File: config.mk
export PLATFORM = sky130hd
export DESIGN_NAME = axicb_scfifo
export DESIGN_NICKNAME = d
export VERILOG_FILES = /design/src/rtl/axicb_scfifo_pkg.sv /design/src/rtl/axicb_scfifo_regfile.sv /design/src/rtl/axicb_scfifo.sv
export SDC_FILE = /design/constraint.sdc
export NUM_CORES = 1
export LEC_CHECK = 0
export CELL_PAD_IN_SITES_DETAIL_PLACEMENT = 1
export CELL_PAD_IN_SITES_GLOBAL_PLACEMENT = 1
export CORE_UTILIZATION = 54
export CTS_CLUSTER_DIAMETER = 80
export DETAILED_ROUTE_END_ITERATION = 8
export PLACE_DENSITY_LB_ADDON = 0.1
export SYNTH_ARGS = -nofsm -noshare
export SYNTH_HDL_FRONTEND = slang
export SYNTH_SLANG_ARGS = --single-unit
File: constraint.sdc
create_clock -name aclk -period 7.7 [get_ports aclk]
set_input_delay 1.54 -clock aclk [delete_from_list [all_inputs] [get_ports aclk]]
set_output_delay 1.54 -clock aclk [all_outputs]
set_load 0.03 [all_outputs]
File: src/rtl/axicb_scfifo_pkg.sv
// Shared constants for the crossbar channel FIFO.
package axicb_scfifo_pkg;

  // Read-path selection values for the FFD_EN parameter.
  localparam int FFD_COMB = 0;
  localparam int FFD_REG  = 1;

endpackage

File: src/rtl/axicb_scfifo_regfile.sv
// Storage array for axicb_scfifo: one write port and one read port.
// With FFD_EN=1 the read data is registered, so data_out shows the word
// addressed in the previous cycle. Reset clears every entry.
module axicb_scfifo_regfile
  import axicb_scfifo_pkg::*;
#(
  parameter int ADDR_WIDTH = 4,
  parameter int DATA_WIDTH = 8,
  parameter int FFD_EN     = 0
) (
  input  logic                  aclk,
  input  logic                  aresetn,
  input  logic                  srst,
  input  logic                  wr_en,
  input  logic [ADDR_WIDTH-1:0] addr_in,
  input  logic [DATA_WIDTH-1:0] data_in,
  input  logic [ADDR_WIDTH-1:0] addr_out,
  output logic [DATA_WIDTH-1:0] data_out
);

  localparam int DEPTH = 2**ADDR_WIDTH;

  logic [DATA_WIDTH-1:0] ram [DEPTH];

  // Write port; reset clears contents so a freshly reset FIFO reads zero.
  always_ff @(posedge aclk or negedge aresetn) begin
    if (!aresetn) begin
      for (int i = 0; i < DEPTH; i++) ram[i] <= '0;
    end else if (srst) begin
      for (int i = 0; i < DEPTH; i++) ram[i] <= '0;
    end else if (wr_en) begin
      ram[addr_in] <= data_in;
    end
  end

  generate
    if (FFD_EN == FFD_REG) begin : g_reg_read
      logic [DATA_WIDTH-1:0] data_q;

      // Registered read: samples the array before this edge's write lands.
      always_ff @(posedge aclk or negedge aresetn) begin
        if (!aresetn) begin
          data_q <= '0;
        end else if (srst) begin
          data_q <= '0;
        end else begin
          data_q <= ram[addr_out];
        end
      end

      assign data_out = data_q;
    end else begin : g_comb_read
      assign data_out = ram[addr_out];
    end
  endgenerate

endmodule

File: src/rtl/axicb_scfifo.sv
// Single-clock valid/ready FIFO for crossbar channel buffering.
// Keeps wrap-extended read/write pointers, derives occupancy and flags,
// and presents the head word first-word-fall-through in both read modes.
module axicb_scfifo
  import axicb_scfifo_pkg::*;
#(
  parameter int ADDR_WIDTH    = 4,
  parameter int DATA_WIDTH    = 8,
  parameter int FFD_EN        = 0,
  parameter int AFULL_THRESH  = (2**ADDR_WIDTH) - 1,
  parameter int AEMPTY_THRESH = 1
) (
  input  logic                  aclk,
  input  logic                  aresetn,
  input  logic                  srst,
  input  logic                  in_valid,
  output logic                  in_ready,
  input  logic [DATA_WIDTH-1:0] in_data,
  output logic                  out_valid,
  input  logic                  out_ready,
  output logic [DATA_WIDTH-1:0] out_data,
  output logic [ADDR_WIDTH:0]   count,
  output logic                  full,
  output logic                  empty,
  output logic                  afull,
  output logic                  aempty
);

  localparam int DEPTH = 2**ADDR_WIDTH;
  localparam int PTR_W = ADDR_WIDTH + 1;

  logic [PTR_W-1:0]      wr_ptr;
  logic [PTR_W-1:0]      rd_ptr;
  logic [PTR_W-1:0]      rd_ptr_next;
  logic [PTR_W-1:0]      pop_ext;
  logic                  push;
  logic                  pop;
  logic [ADDR_WIDTH-1:0] addr_out;

  assign push    = in_valid & in_ready;
  assign pop     = out_valid & out_ready;
  assign pop_ext = {{ADDR_WIDTH{1'b0}}, pop};

  // Extra pointer bit lets the modulo difference distinguish full from empty.
  assign count       = wr_ptr - rd_ptr;
  assign rd_ptr_next = rd_ptr + pop_ext;

  assign full     = (count == PTR_W'(DEPTH));
  assign empty    = (count == '0);
  assign afull    = (count >= PTR_W'(AFULL_THRESH));
  assign aempty   = (count <= PTR_W'(AEMPTY_THRESH));
  assign in_ready = !full;

  // Pointer advance on accepted handshakes; reset drops all contents.
  always_ff @(posedge aclk or negedge aresetn) begin
    if (!aresetn) begin
      wr_ptr <= '0;
      rd_ptr <= '0;
    end else if (srst) begin
      wr_ptr <= '0;
      rd_ptr <= '0;
    end else begin
      if (push) wr_ptr <= wr_ptr + 1'b1;
      if (pop)  rd_ptr <= rd_ptr + 1'b1;
    end
  end

  generate
    if (FFD_EN == FFD_REG) begin : g_ffd
      logic valid_q;

      // Read one slot ahead so the output register always holds ram[rd_ptr].
      assign addr_out = rd_ptr_next[ADDR_WIDTH-1:0];

      // Valid only counts words already in RAM before this edge, so a word
      // written into the slot being prefetched is shown one cycle later.
      always_ff @(posedge aclk or negedge aresetn) begin
        if (!aresetn) begin
          valid_q <= 1'b0;
        end else if (srst) begin
          valid_q <= 1'b0;
        end else begin
          valid_q <= ((count - pop_ext) != '0);
        end
      end

      assign out_valid = valid_q;
    end else begin : g_comb
      assign addr_out  = rd_ptr[ADDR_WIDTH-1:0];
      assign out_valid = !empty;
    end
  endgenerate

  axicb_scfifo_regfile #(
    .ADDR_WIDTH (ADDR_WIDTH),
    .DATA_WIDTH (DATA_WIDTH),
    .FFD_EN     (FFD_EN)
  ) u_regfile (
    .aclk     (aclk),
    .aresetn  (aresetn),
    .srst     (srst),
    .wr_en    (push),
    .addr_in  (wr_ptr[ADDR_WIDTH-1:0]),
    .data_in  (in_data),
    .addr_out (addr_out),
    .data_out (out_data)
  );

endmodule
* Word-level counts from Yosys, hierarchy flattened
Index checks and enable logic that the tools add are counted.
Storage, ports and cells: flip-flop bits (word level) 138, bits of input ports 13, word-level logic and storage cells 49
Cells by class: $add $sub $neg 3, $lt $le $gt $ge 5, equal/unequal tests 1, muxes and demuxes 12, bitwise logic cells 4, reductions and logical operators 6
Operators by type and width (count):
- $mux W128 | 2
- $bwmux W128 | 1
- $bmux W8 S4 | 1
- $demux W8 S4 | 1
- $mux W8 | 3
- $mux W5 | 4
- $add A5 B1 Y5 const B | 2
- $ge A5 B5 Y1 const B | 2
- $not A4 Y5 | 2
- $eq A5 B5 Y1 const B | 1
- $ge A5 B4 Y1 const B | 1
- $le A5 B1 Y1 const B | 1
- $logic_not A5 Y1 | 1
- $lt A5 B1 Y1 const B | 1
- $sub A5 B5 Y5 | 1
- $reduce_bool A2 Y1 | 2
- $and A1 B1 Y1 | 2
- $logic_not A1 Y1 | 2
- $logic_and A1 B1 Y1 | 1

* Logic depth before layout (Yosys ltp)
depth after elaboration 8, mapped depth 12, gate-level depth less buffers 11

* By module
A second synthesis with hierarchy kept.
Unflattened totals: cells, all modules 772, area, all modules 7475.9 µm²
Modules (own cells, without submodules):
- axicb_scfifo_regfile | times used 1, cells an instance 682, area an instance 6632.6 µm², seq. area each 3203.1 µm²
- axicb_scfifo | times used 1, cells an instance 90, area an instance 843.3 µm², seq. area each 250.2 µm²

* Least setup slack after synthesis
No wires, ideal clock.
path type reg2out, start register rd_ptr[2], end output port aempty, data arrival time 2969 ps, data required time 6160 ps, slack 3191 ps, stages on the path, launching flop included 9, path buffers 2, cells stage by stage dfrtp_1 clkbuf_1 buf_2 clkinv_1 ha_1 and3b_4 nor3_4 nor2_4 nor4_1
On the way: word-level cells in the longest chain between the ends 2
Ends and longest elaborated chain:
- start, declared | RTL line axicb_scfifo.sv:33 | logic [PTR_W-1:0] rd_ptr;
- start signal, assigned | RTL line axicb_scfifo.sv:64 | if (pop) rd_ptr <= rd_ptr + 1'b1;
- $sub A5 B5 Y5 | RTL line axicb_scfifo.sv:45 | assign count = wr_ptr - rd_ptr;
- via count[3] | RTL line axicb_scfifo.sv:22 | output logic [ADDR_WIDTH:0] count,
- $le A5 B1 Y1 | RTL line axicb_scfifo.sv:51 | assign aempty = (count <= PTR_W'(AEMPTY_THRESH));
- end, declared | RTL line axicb_scfifo.sv:26 | output logic aempty
The timed path passes the listed nets, and every way through them passes these cells.

* Final worst setup path
start register rd_ptr[0], end output port full
On the way: word-level cells in the longest chain between the ends 2
Ends and longest elaborated chain:
- $sub A5 B5 Y5 | RTL line axicb_scfifo.sv:45
- $eq A5 B5 Y1 | RTL line axicb_scfifo.sv:48 | assign full = (count == PTR_W'(DEPTH));
- end, declared | RTL line axicb_scfifo.sv:23 | output logic full,
Every way passes these cells.

==> reports/metrics.cfg <==
[timing]
finClkSkew_ns=0.0107
slew_headroom=0.219
setup_tns_ns=0
slew_violations=0
tightest_slew_ns=1.17
min_period_ns=5.91
fmax_mhz=169
period_share=0.768
grt_setup_unrepaired=no
setup_violations=0
hold_viol_final=0

[finish]
area_growth_pct=11.6
fill_cells=1373
drive_gt1_frac=0.147
design_area_um2=8560
final_util=0.617
num_antenna_cells=0
nNetsFinal=657

[grt]
grt.total_usage=0.306
grt_overflow=0
first_global_vias=5632
antenna_found_initial=0
grt_pass1_wl_um=32700
grt_max_degree=131

[synthesis]
ys_top_cells_by_area=dfrtp_1 (45%), mux2i_1 (17%), nand2b_1 (11%)
yosys_warnings=0
async_flop_share=1.00
synth_edf_count=0
synth_top_cell_by_area=dfrtp_1
synth.distinct_cells=43
synth.most_common_cell=dfrtp_1
synth_ff_type=dfrtp_1
ys_seq_area_frac=0.450
synthTopCellsByCount=dfrtp_1 (138), nand2b_1 (136), mux2i_1 (128)
ys_seq_elements=138
synth_fp_nets=652
syn-cell-area_um2=7680
synth_top_area_share=0.450
synth_cells=629
synth.avg_cell_area_um2=12.2

[placement]
placed_cell_area_um2=8020
place.gp.congestion=0.792
dp_hpwl_um=12700
io_buffers=31

[floorplanning]
num_rows=43
core_area_um2=13900
die_h_um=121
start_util=0.553
fp.dieW_um=121
ios=32
dieArea_um2=14700

[critical_path]
cp_data_arrival_time_ns=4.37
crit_path_top_delay_cell=clkdlybuf4s50_1
worst_path_most_repeated_cell=inv_1
endpoint_kind=output port
worstPathCellList=buf_4, ha_1, inv_1, fa_1, xor2_1, nor3_1, o2111ai_4, inv_1, clkdlybuf4s50_1
crit_path_max_fanout=37
critical_path_class=register to output port
cpPeakStageDelay_ns=0.72
cp_top_family=buffers and inverters
cp-start-kind=register
cp.required_ns=6.16
critPathBufInv=4

[routing]
firstDrtPassIters=4
vias=4942
routed_wirelength_um=20400
drc=0
antenna_left=0
routed_via_density=5.99
wl_per_cell_um=24.8
drt_iter0_drc=303

[cts]
postCtsSetupBuffers=0
clock_latency_ns=0.42
cts_buffer_depth=2
htreeDepth=4
clock-sinks=138
cts_inserted_buffers=17
cts_hold_buf=0
cts_tree=yes
cts.repair.resized=0
cts-root-buf=clkbuf_16
cts.clk_slew.worst_paths_ns=0.06

[pwr]
p_leak_nw=4.21
vdd_drop_max_uv=140
p_per_area_nw_per_um2=264
power_mw=2.26

[worst_hold_path]
hold_class=register to register

[run_status]
status=complete, no violations

[run]
maxCapViolations=0

-- cells by family (layout without fill, tap and decap cells) --
kind of cell               Yosys count  after routing  synth area share
adders and majority gates           10             10            0.0173
xor gates and xnor gates             2              2           0.00228
AOI/OAI and AO/OA                   28             28            0.0256
DFF                                138            138             0.450
and+or+nand+nor                    227            227             0.205
muxes                              163            163             0.265
buffers and inverters               61             77            0.0352
-- state kept, by name, summed over array words and instances (netlist names) --
signal,count
rd_ptr,5
wr_ptr,5
u_regfile.ram,128
-- power breakdown --
group | internal (mW) | leakage, nW | switching (mW)
Clock | 0.468 | 0.273 | 0.304
Combinational | 0.279 | 2.02 | 0.444
Sequential | 0.747 | 1.92 | 0.0139
-- worst min-delay path: cells and delay by family (launching register included) --
| family | cells | cell delay [ns] |
|---|---|---|
| DFF | 1 | 0.37 |
| muxes | 1 | 0.06 |
| and+or+nand+nor | 1 | 0.07 |
-- through the flow --
step	hold slack [ns]	setup slack [ns]	std cells
5_1_grt	0.567	1.49	825
2_1_floorplan	0.510	3.19	629
3_3_place_gp	0.526	2.31	795
3_5_place_dp	0.538	2.21	795
4_1_cts	0.546	1.72	825
6_report	0.544	1.79	825
-- cells in the final DEF, fill, tap and decap left out, types with 8 or more instances in the layout --
master,n
a21oi_1,8
a31oi_1,8
and3_1,8
clkbuf_16,17
clkdlybuf4s50_1,29
dfrtp_1,137
ha_1,9
mux2i_1,128
mux4_2,32
nand2_1,33
nand2b_1,136
nand4_4,14
-- final cells by class --
class | count | area [µm²] | share of cell area
multi-input cells | 430 | 3950 | 0.462
repair buffers | 37 | 354 | 0.0413
clock buffers | 20 | 437 | 0.0510
flip-flops and latches | 138 | 3450 | 0.403
inverters | 10 | 37.5 | 0.00438
well taps | 180 | 225 | 0.0263
clock inverters | 10 | 104 | 0.0121
-- path summary, 6_finish.rpt --
kind                              startpoint            endpoint  slack (ns)  cells after the start
max in group asynchronous            aresetn   u_regfile.ram[50]        5.14                      2
min in group asynchronous            aresetn  u_regfile.ram[126]        1.09                      1
max reg2reg                        rd_ptr[2]   u_regfile.ram[74]        3.59                      9
max                                rd_ptr[0]                full        1.79                      9
min reg2reg                u_regfile.ram[21]   u_regfile.ram[21]        0.54                      2
min                        u_regfile.ram[21]   u_regfile.ram[21]        0.54                      2
-- layer usage --
layer / routed length, µm / GRT usage / vias to the layer above
met1: 8700 / 0.390 / 2613
met2: 10500 / 0.518 / 94
met5: 0 / 0 / -
met4: 444 / 0.116 / 0
li1: - / - / 2204
met3: 826 / 0.0564 / 31
Note: power is estimated with default switching activity, not from simulation.
